<file path="config.mk">
export PLATFORM = sky130hd
export DESIGN_NAME = if_stage
export DESIGN_NICKNAME = d
export VERILOG_FILES = /design/src/rtl/if_stage_pkg.sv /design/src/rtl/if_stage_next_pc_sel.sv /design/src/rtl/if_stage.sv
export SDC_FILE = /design/constraint.sdc
export NUM_CORES = 1
export LEC_CHECK = 0
export ABC_AREA = 1
export BUFFER_PORTS_ARGS = -buffer_cell sky130_fd_sc_hd__buf_2
export CAP_MARGIN = 15
export CORE_MARGIN = 2
export CORE_UTILIZATION = 30
export DETAILED_ROUTE_END_ITERATION = 10
export PLACE_DENSITY_LB_ADDON = 0.15
export SLEW_MARGIN = 10
export SYNTH_ARGS = -nofsm -noshare
export SYNTH_HDL_FRONTEND = slang
export SYNTH_SLANG_ARGS = --single-unit
</file>
<file path="constraint.sdc">
create_clock -name clk -period 1.5 [get_ports clk]
set_input_delay 0.15 -clock clk [delete_from_list [all_inputs] [get_ports clk]]
set_output_delay 0.15 -clock clk [all_outputs]
set_load 0.01 [all_outputs]
</file>
<file path="src/rtl/if_stage_pkg.sv">
// Shared pipeline constants for the fetch stage: NOP encoding, fetch FSM states, PC step.
package if_stage_pkg;

   localparam logic [31:0] NOP    = 32'h0000_0000;
   localparam int          PC_INC = 4;

   typedef enum logic {
      RUN   = 1'b0,
      FLUSH = 1'b1
   } fetch_state_t;

endpackage

</file>
<file path="src/rtl/if_stage_next_pc_sel.sv">
// Next-PC priority mux (jr > jump > branch > pc+4) plus the pc+4 adder; purely combinational.
// Zero latency, no backpressure: stall gating is applied by the caller.
module next_pc_sel
   import if_stage_pkg::*;
#(
   parameter int PC_W = 18
) (
   input  logic [PC_W-1:0] pc_cur,
   input  logic            br_taken,
   input  logic [PC_W-1:0] br_target,
   input  logic            jump,
   input  logic [PC_W-1:0] jump_target,
   input  logic            jr,
   input  logic [PC_W-1:0] jr_target,
   output logic [PC_W-1:0] pc4,
   output logic [PC_W-1:0] pc_sel,
   output logic            redirect
);

   // Adder truncates to PC_W, so the top word wraps to address zero.
   assign pc4      = pc_cur + PC_W'(PC_INC);
   assign redirect = jr | jump | br_taken;

   always_comb begin
      pc_sel = pc4;
      if (jr)
         pc_sel = jr_target;
      else if (jump)
         pc_sel = jump_target;
      else if (br_taken)
         pc_sel = br_target;
   end

endmodule

</file>
<file path="src/rtl/if_stage.sv">
// Instruction fetch: drives PC update and loads the IF/ID register; one-cycle latency to ifid_*.
// Stall holds PC and IF/ID; a redirect squashes the wrong-path fetch with a bubble.
module if_stage
   import if_stage_pkg::*;
#(
   parameter int PC_W    = 18,
   parameter int INSTR_W = 32,
   parameter int CNT_W   = 32
) (
   input  logic               clk,
   input  logic               rst,
   input  logic [PC_W-1:0]    pc_cur,
   input  logic [INSTR_W-1:0] instr_in,
   input  logic               stall,
   input  logic               br_taken,
   input  logic [PC_W-1:0]    br_target,
   input  logic               jump,
   input  logic [PC_W-1:0]    jump_target,
   input  logic               jr,
   input  logic [PC_W-1:0]    jr_target,
   output logic [PC_W-1:0]    pc_next,
   output logic               pc_write,
   output logic [PC_W-1:0]    ifid_pc4,
   output logic [INSTR_W-1:0] ifid_instr,
   output logic               ifid_valid,
   output logic [CNT_W-1:0]   fetch_cnt
);

   logic [PC_W-1:0] pc4;
   logic [PC_W-1:0] pc_sel;
   logic            redirect;
   fetch_state_t    state_q;
   fetch_state_t    state_d;

   next_pc_sel #(
      .PC_W (PC_W)
   ) u_next_pc_sel (
      .pc_cur      (pc_cur),
      .br_taken    (br_taken),
      .br_target   (br_target),
      .jump        (jump),
      .jump_target (jump_target),
      .jr          (jr),
      .jr_target   (jr_target),
      .pc4         (pc4),
      .pc_sel      (pc_sel),
      .redirect    (redirect)
   );

   // During reset the PC is forced to zero; a stalled redirect is simply not written.
   assign pc_next  = rst ? '0 : pc_sel;
   assign pc_write = rst | ~stall;

   always_ff @(posedge clk) begin
      if (rst) begin
         ifid_pc4   <= '0;
         ifid_instr <= INSTR_W'(NOP);
         ifid_valid <= 1'b0;
         fetch_cnt  <= '0;
      end else if (!stall) begin
         if (redirect) begin
            ifid_instr <= INSTR_W'(NOP);
            ifid_valid <= 1'b0;
         end else begin
            ifid_instr <= instr_in;
            ifid_pc4   <= pc4;
            ifid_valid <= 1'b1;
            fetch_cnt  <= fetch_cnt + CNT_W'(1);
         end
      end
   end

   always_ff @(posedge clk) begin
      if (rst)
         state_q <= RUN;
      else
         state_q <= state_d;
   end

   always_comb begin
      state_d = state_q;
      if (!stall)
         state_d = redirect ? FLUSH : RUN;
   end

endmodule

</file>
==> reports/qor.yml, run 1 <==
synthesis:
  yosys_warnings: 0
  yosys.area.top_type: "dfxtp_1"
  syn_inst: 725
  syn_nets: 837
  synth-seq-cells: 83
  syn_avg_cell_area_um2: 6.29
  synthDistinctLibCells: 30
  synthesis.area_um2: 4560
  synth_area_leaders: "dfxtp_1, nand2_1, nor2_1"
  synth_top_area_share: 0.364
  yosysSeqAreaShare: 0.364
clock_network:
  clkLatencyLatePin_ns: 0.35
  root_buffer: "clkbuf_16"
  cts.htree.levels: 3
  clock_sinks: 83
  cts_tree: "yes"
  cts_made_buffers: 9
  cts_buffer_depth: 2
  ctsHoldBuffers: 0
  clk_pin_slew_ns: 0.07
timing:
  hold_violations: 0
  setup_tns_ns: 0
  fin_worst_skew_ns: 0.0122
  fin_crit_sh: 0.979
  fmax_mhz: 681
  hold_slack_ns: 0.0407
  setup_viol: 0
  final.min_clock_period_ns: 1.47
  maxSlewViolCount: 0
  slew_headroom: 0.761
  rsz0062_at_grt: "true"
  worst_pin_slew_ns: 0.359
worst_setup_path:
  slowest_stage: "xor2_1"
  cpMostUsedCell: "buf_2"
  critPathLaunch: "pc_cur[4]"
  setup.worst_path.class: "input port to output port"
  timing.rr.start: "fetch_cnt[10]"
  worstPathMaxFanout: 5
  critPathCaptureType: "output port"
  crit_family: "buffers and inverters"
  r2r_cells: 7
  reg2reg_to: "fetch_cnt[19]"
  required_ns: 1.35
  r2r_slack_ns: 0.10
  crit_chain: "buf_2, nand3_2, nor2_1, buf_4, xor2_1, nand2_1, a31oi_1, buf_2"
  critPathBufInv: 3
  critical_path.max_stage_delay_ns: 0.25
  critPathArrivalTime_ns: 1.32
  start_kind: "input port"
floorplan:
  die_w_um: 127
  die-area_um2: 16200
  initial_core_util: 0.304
  io_pins: 212
  core_um2: 15000
  die_height_um: 127
  rows: 45
placement:
  placed_area_um2: 6420
  dp_cells: 1179
  routabilityCongestion: 0.931
  detailed_place_hpwl_um: 13600
  port_buffers: 211
global_route:
  grt_pass1_wl_um: 26800
  antenna_found_initial: 0
  grt_overflow: 0
  grt_use_total: 0.213
  grt_pass1_vias: 5011
  grt_max_degree: 68
cells_and_area:
  diodes: 0
  final_area_um2: 6990
  syn2layout_area_growth_pct: 53.2
  final_cells: 1197
  layout-drive-gt1-share: 0.389
  nNetsFinal: 1116
route:
  drc: 0
  ant_nets: 0
  wl_per_cell_um: 14.4
  drtIter0Drc: 306
  wl_um: 17200
  num_vias: 5559
  firstDrtPassIters: 4
  viasPerCell: 4.64
hold_path:
  holdCritStartpoint: "instr_in[30]"
  holdPathStages: 3
  holdPathEnd: "ifid_instr[30]"
  hp-class: "input port to flop"
pwr:
  power_leakage_nw: 3.24
  power_frac_seq: 0.428
  internal_power_w: 0.00386
  total_power_w: 0.00527
  pwr-share-comb: 0.146
  powerDensity_nw_per_um2: 753
  p_sw_frac: 0.266
  peakVddDrop_v: 0.000583
  p_sw_w: 0.00140
  clkPwrFrac: 0.426
flow_run:
  max-cap-violations: 0
status:
  status: "finished clean"
synth_stat cells:
cell      count
nand2_1     226
nor2_1      116
dfxtp_1      83
a21oi_1      73
inv_1        58
nand3_1      36
o21ai_0      33
clkbuf_1     21
nand4_1       9
buf_2         8
o211ai_1      8
o221ai_1      7
xnor2_1       7
xor2_1        7
a31oi_1       6
nor2_4        5
a22oi_1       3
a211oi_1      2
buf_6         2
ha_1          2
inv_2         2
nand2_2       2
nor3_1        2
buf_1         1
clkinv_2      1
nand2_4       1
nand3b_1      1
nor2_2        1
nor2_8        1
o21a_1        1
cells by family (layout without fill, tap and decap cells):
kind of cell / after synthesis / in the layout / share of synthesized area
XOR/XNOR: 14 / 14 / 0.0269
adder cells (fa/ha/maj): 2 / 2 / 0.00548
AO/OA/AOI/OAI: 133 / 133 / 0.161
AND/OR/NAND/NOR: 400 / 400 / 0.360
flip-flops: 83 / 83 / 0.364
buffers and inverters: 93 / 377 / 0.0823
how the worst max path moves through the flow:
stage               endpoint  slack [ns]  cells after the start
6_report          pc_next[7]        0.03                      8
5_1_grt          pc_next[17]       -0.04                     10
4_1_cts           pc_next[7]       0.005                      8
3_5_place_dp     pc_next[12]       -0.09                     10
3_3_place_gp     pc_next[12]       -0.05                     10
2_1_floorplan  fetch_cnt[18]        0.02                     10
routing by layer:
layer  track usage  wire length, µm
met5             0                0
met4        0.0750              364
met3        0.0586             1150
met2         0.326             7710
met1         0.287             8010
stage by stage:
| stage | util | setup slack (ns) |
|---|---|---|
| after detailed placement | 0.427 | -0.0870 |
| after global placement | 0.427 | -0.0466 |
| after floorplan | - | 0.0225 |
| after global routing | 0.465 | -0.0368 |
| after CTS | 0.450 | 0.00533 |
| final | 0.465 | 0.0312 |
power by group through the flow:
stage	registers (W)	logic, W	clock network, W
3_3_place_gp	0.00230	0.000739	0
5_1_grt	0.00225	0.000842	0.00241
6_report	0.00225	0.000769	0.00225
3_5_place_dp	0.00230	0.000734	0
4_1_cts	0.00225	0.000751	0.00231
2_1_floorplan	0.00232	0.000294	0
cell usage in the layout (no fill, tap or decap), types with 12 or more instances in the layout:
master     n
inv_1     57
a21oi_1   71
dfxtp_2   12
buf_2    208
dfxtp_1   71
nand3_1   28
nor2_2    21
nand2_1  219
nor2_1    88
o21ai_0   30
nor2_4    13
buf_4     86
timing repair:
| item | in CTS | in global routing |
|---|---|---|
| setup buffers | 0 | 2 |
| resized for setup | 10 | 72 |
| pin swaps | 0 | 11 |
| endpoints found under the setup margin | 6 | 36 |
| endpoints found under the hold margin | 0 | 0 |
state kept, by name, summed over array words and instances (netlist names):
| name | cells |
|---|---|
| fetch_cnt | 32 |
| ifid_instr | 32 |
| ifid_pc4 | 18 |
| ifid_valid | 1 |
area by class of cell:
class	instances	area, µm²
fillers	1640	8040
multi-input cells	549	2760
repair buffers	300	1790
flip-flops and latches	83	1680
well taps	188	235
inverters	61	230
clock buffers	9	225
clock inverters	7	67.6
tightest hold or removal path, stage by stage:
cell	delay, ns
buf_2	0.09
nand2_1	0.05
a21oi_1	0.05
(Power assumes the default switching activity.)
==> inputs of run 2 (changes only) <==
- CORE_MARGIN: 2 -> 3
- CORE_UTILIZATION: 30 -> 47
- SKIP_CTS_REPAIR_TIMING: not set -> 1
==> reports/qor.yml, run 2 (synthesized netlist as in run 1, its figures left out) <==
global_route:
  antenna_found_initial: 0  # unchanged
  grt_use_total: 0.284  # +0.0717
  grt_overflow: 0  # unchanged
  grt_max_degree: 37  # -46%
  grt_pass1_wl_um: 25600  # -4.2%
  grt_pass1_vias: 5333  # +6.4%
worst_setup_path:
  critPathBufInv: 3  # unchanged
  setup.worst_path.class: "input port to output port"
  critPathCaptureType: "output port"
  crit_family: "buffers and inverters"
  critical_path.max_stage_delay_ns: 0.24  # about the same
  crit_chain: "buf_2, ha_4, nand3_4, inv_2, nand2_2, xnor2_1, nand2_1, a31oi_1, buf_2"
  required_ns: 1.35  # about the same
  cpMostUsedCell: "buf_2"
  worstPathMaxFanout: 3  # -2
  critPathArrivalTime_ns: 1.34  # +0.02 ns
  start_kind: "input port"
  slowest_stage: "xnor2_1"
timing:
  worst_pin_slew_ns: 0.414  # +0.0550 ns
  fin_worst_skew_ns: 0.0128  # +0.000537 ns
  rsz0062_at_grt: "true"
  hold_violations: 0  # unchanged
  setup_viol: 0  # unchanged
  fin_crit_sh: 0.996  # +0.0172
  maxSlewViolCount: 0  # unchanged
  fmax_mhz: 669  # -1.7%
  slew_headroom: 0.724  # -0.0367
  hold_slack_ns: 0.0257  # -0.0151 ns
  final.min_clock_period_ns: 1.49  # +0.0258 ns
placement:
  routabilityCongestion: 0.930  # about the same
  placed_area_um2: 6130  # -4.7%
  dp_cells: 1095  # -7.1%
  port_buffers: 211  # unchanged
  detailed_place_hpwl_um: 12400  # -9.2%
hold_path:
  hp-class: "input port to flop"
cells_and_area:
  final_cells: 1114  # -6.9%
  top_regs: "fetch_cnt (32), ifid_instr (32), ifid_pc4 (18)"
  postLayoutCoreUtil: 0.710  # +0.245
  final_area_um2: 6620  # -5.3%
  layout_commonest_cell: "nand2_1"
  nNetsFinal: 1092  # -2.2%
  diodes: 0  # unchanged
  layout-drive-gt1-share: 0.379  # -0.0108
  final_cell_mix: "nand2_1, buf_2, nor2_1"
  syn2layout_area_growth_pct: 45.1
floorplan:
  core_um2: 9330  # -38%
  initial_core_util: 0.489  # +0.186
  die-area_um2: 10900  # -33%
  die_w_um: 105  # -18%
  io_pins: 212  # unchanged
  rows: 35  # -22%
  die_height_um: 105  # -18%
clock_network:
  root_buffer: "clkbuf_8"
  cts_tree: "yes"
  clkLatencyLatePin_ns: 0.36  # about the same
  clk_pin_slew_ns: 0.10  # +0.03 ns
  cts_buffer_depth: 2  # unchanged
  clock_sinks: 83  # unchanged
  cts.htree.levels: 3  # unchanged
  cts_made_buffers: 9  # unchanged
pwr:
  powerDensity_nw_per_um2: 712  # -5.5%
  peakVddDrop_v: 0.000674  # +15%
  power_leakage_nw: 3.07  # -5.4%
  total_power_w: 0.00471  # -11%
status:
  status: "finished clean"
route:
  drtIter0Drc: 380  # +24%
  firstDrtPassIters: 5  # +1
  ant_nets: 0  # unchanged
  viasPerCell: 5.12  # +10%
  drc: 0  # unchanged
  wl_per_cell_um: 14.6  # +1.1%
  wl_um: 16200  # -5.9%
  num_vias: 5709  # +2.7%
flow_run:
  max-cap-violations: 0  # unchanged
run 2: final cells by class:
| class | count | area (µm²) |
|---|---|---|
| Clock inverter | 6 | 71.3 |
| Fill cell | 839 | 2710 |
| Timing Repair Buffer | 276 | 1580 |
| Sequential cell | 83 | 1690 |
| Tap cell | 129 | 161 |
| Clock buffer | 10 | 138 |
| Multi-Input combinational cell | 549 | 2750 |
| Inverter | 61 | 230 |
run 2: final timing paths:
path	start	to	slack, ns	depth (start not counted)
max	pc_cur[2]	pc_next[10]	0.005	9
min	instr_in[31]	ifid_instr[31]	0.03	3
max reg2reg	fetch_cnt[0]	fetch_cnt[20]	0.08	10
min reg2reg	ifid_instr[7]	ifid_instr[7]	0.46	2
run 2: report_power, final:
| part | switching [W] | internal (W) |
|---|---|---|
| sequential | 0.0000183 | 0.00223 |
| combinational | 0.000416 | 0.000321 |
| clock | 0.000891 | 0.000837 |
| total | 0.00133 | 0.00339 |
run 2: worst min-delay path: cells and delay by family:
| family | cells | cell delay (ns) |
|---|---|---|
| AOI/OAI and AO/OA | 1 | 0.05 |
| and+or+nand+nor | 1 | 0.05 |
| buffers and inverters | 1 | 0.09 |
run 2: per-layer routing:
metal  track usage  share of wire  vias to the layer above
li1              -              -                     2834
met1         0.371           0.44                     2593
met2         0.470           0.46                      255
met3        0.0562          0.081                       27
met4        0.0969          0.024                        0
met5             0              0                        -
run 2: metrics by stage:
step                setup slack (ns)  TNS, ns
detailed placement           -0.0723   -0.205
global placement              -0.142   -0.176
floorplan                     0.0225        0
CTS                          -0.0793   -0.283
global route                 -0.0769   -0.355
finish                       0.00535        0
==> inputs of run 3 (changes only) <==
- CORE_UTILIZATION: 47 -> 45
==> reports/qor.yml, run 3 (synthesized netlist as in run 1, its figures left out) <==
pwr:
  power_leakage_nw: 3.05  # -0.55%
  clkPwrFrac: 0.363  # -0.004
  p_sw_frac: 0.267  # -0.0138
  p_sw_w: 0.00125  # -6.0%
  peakVddDrop_v: 0.000621  # -7.9%
  pwr-share-comb: 0.155  # about the same
  power_frac_seq: 0.483  # +0.006
  internal_power_w: 0.00341  # +0.72%
  powerDensity_nw_per_um2: 705  # -0.93%
global_route:
  grt_pass1_vias: 5165  # -3.2%
  grt_pass1_wl_um: 24600  # -4.0%
  antenna_found_initial: 0  # unchanged
  grt_overflow: 0  # unchanged
  grt_max_degree: 68  # +84%
  grt_use_total: 0.268  # -0.0168
timing:
  final.min_clock_period_ns: 1.47  # -0.0205 ns
  fin_worst_skew_ns: 0.00645  # -0.00631 ns
  setup_slack_ns: 0.0258  # +0.0205 ns
  setup_viol: 0  # unchanged
  maxSlewViolCount: 0  # unchanged
  hold_violations: 0  # unchanged
  fmax_mhz: 678  # +1.4%
  fin_crit_sh: 0.983  # -0.0136
  worst_pin_slew_ns: 0.386  # -0.0281 ns
  rsz0062_at_grt: "true"
  hold_slack_ns: 0.0311  # +0.00536 ns
  slew_headroom: 0.742  # +0.0183
cells_and_area:
  diodes: 0  # unchanged
  syn2layout_area_growth_pct: 44.7
  final_cell_mix: "nand2_1, buf_2, nor2_1"
  layout-drive-gt1-share: 0.374  # -0.00483
  final_cells: 1112  # -0.18%
  nNetsFinal: 1086  # -0.55%
  top_regs: "fetch_cnt (32), ifid_instr (32), ifid_pc4 (18)"
  multi_input_area_um2: 2760  # +0.46%
  fill_cells: 938  # +12%
  regArea_um2: 1690  # -0.37%
  layout_commonest_cell: "nand2_1"
route:
  drtIter0Drc: 359  # -5.5%
  top_layer: "met4"
  ant_nets: 0  # unchanged
  wl_per_cell_um: 14.3  # -1.9%
  wl_um: 15900  # -2.1%
  dr_wl_met3_um: 1520  # +16%
  wl_met2_um: 7280  # -1.7%
  num_vias: 5632  # -1.3%
  viasPerCell: 5.06  # -1.2%
  drc: 0  # unchanged
  firstDrtPassIters: 6  # +1
  wl_met1_um: 6810  # -4.2%
worst_setup_path:
  setup.worst_path.class: "input port to output port"
  crit_chain: "buf_2, nand3_4, nor2_1, buf_4, xor2_2, nand2_1, a31oi_2, buf_2"
  required_ns: 1.35  # about the same
  cpMostUsedCell: "buf_2"
  start_kind: "input port"
  worstPathMaxFanout: 5  # +2
  critPathArrivalTime_ns: 1.32  # -0.02 ns
  slowest_stage: "a31oi_2"
  critical_path.max_stage_delay_ns: 0.21  # -0.03 ns
  critPathCaptureType: "output port"
status:
  status: "finished clean"
placement:
  routabilityCongestion: 0.974  # +4.7%
  post-place-ws_ns: -0.0257  # +0.0466 ns
  port_buffers: 211  # unchanged
  detailed_place_hpwl_um: 12000  # -2.7%
  dp_cells: 1091  # -0.37%
clock_network:
  root_buffer: "clkbuf_8"
  cts.htree.levels: 3  # unchanged
  cts_made_buffers: 9  # unchanged
  cts_tree: "yes"
  cts_buffer_depth: 2  # unchanged
  clkLatencyLatePin_ns: 0.35  # about the same
  clk_pin_slew_ns: 0.08  # -0.02 ns
  clock_sinks: 83  # unchanged
flow_run:
  max-cap-violations: 0  # unchanged
hold_path:
  hp-class: "input port to flop"
floorplan:
  io_pins: 212  # unchanged
  die_w_um: 107  # +2.1%
  die_height_um: 107  # +2.1%
  core_um2: 9820  # +5.3%
  rows: 36  # +2.9%
  initial_core_util: 0.465  # -0.0245
  die-area_um2: 11400  # +4.2%
==> run 3: cell types whose count changed in the layout (fill, tap and decap cells not counted), sizes merged <==
| cell | change |
|---|---|
| inv | -3 |
| buf | -6 |
| clkbuf | +3 |
==> run 3: cell type report <==
class / instances / area share
repair buffers: 270 / 0.235
well taps: 133 / 0.0252
multi-input cells: 549 / 0.418
flip-flops and latches: 83 / 0.255
inverters: 61 / 0.0349
clock buffers: 13 / 0.0241
clock inverters: 3 / 0.00701
==> run 3: final timing paths <==
path                   from  slack (ns)              to  cells past startpoint
min            instr_in[27]        0.03  ifid_instr[27]                      3
max               pc_cur[4]        0.03      pc_next[7]                      8
min reg2reg  ifid_instr[14]        0.46  ifid_instr[14]                      2
max reg2reg    fetch_cnt[0]        0.06   fetch_cnt[24]                     11
==> run 3: power by group through the flow <==
stage	Sequential (W)	Combinational, W	Clock, W
floorplan	0.00232	0.000294	0
global placement	0.00230	0.000666	0
detailed placement	0.00230	0.000670	0
CTS	0.00225	0.000673	0.00173
global route	0.00225	0.000786	0.00183
finish	0.00225	0.000720	0.00169
==> run 3: stage by stage <==
stage | setup TNS [ns] | utilization | area, µm² | total power, W
floorplan | 0 | - | 4560 | 0.00261
global placement | -0.0667 | 0.621 | 6100 | 0.00297
detailed placement | -0.0893 | 0.621 | 6100 | 0.00297
CTS | -0.0996 | 0.642 | 6300 | 0.00465
global route | -0.204 | 0.673 | 6610 | 0.00486
finish | 0 | 0.673 | 6610 | 0.00466
==> run 3: metal layers <==
layer  vias to the layer above  global-route usage
met1                      2545               0.349
met2                       239               0.429
li1                       2822                   -
met5                         -                   0
met3                        26              0.0765
met4                         0              0.0831
==> run 3: worst max-delay path: cells and delay by family <==
| kind | cells | cell delay, ns |
|---|---|---|
| compound gates | 1 | 0.21 |
| xor+xnor | 1 | 0.15 |
| buf+inv | 3 | 0.50 |
| simple gates | 3 | 0.32 |
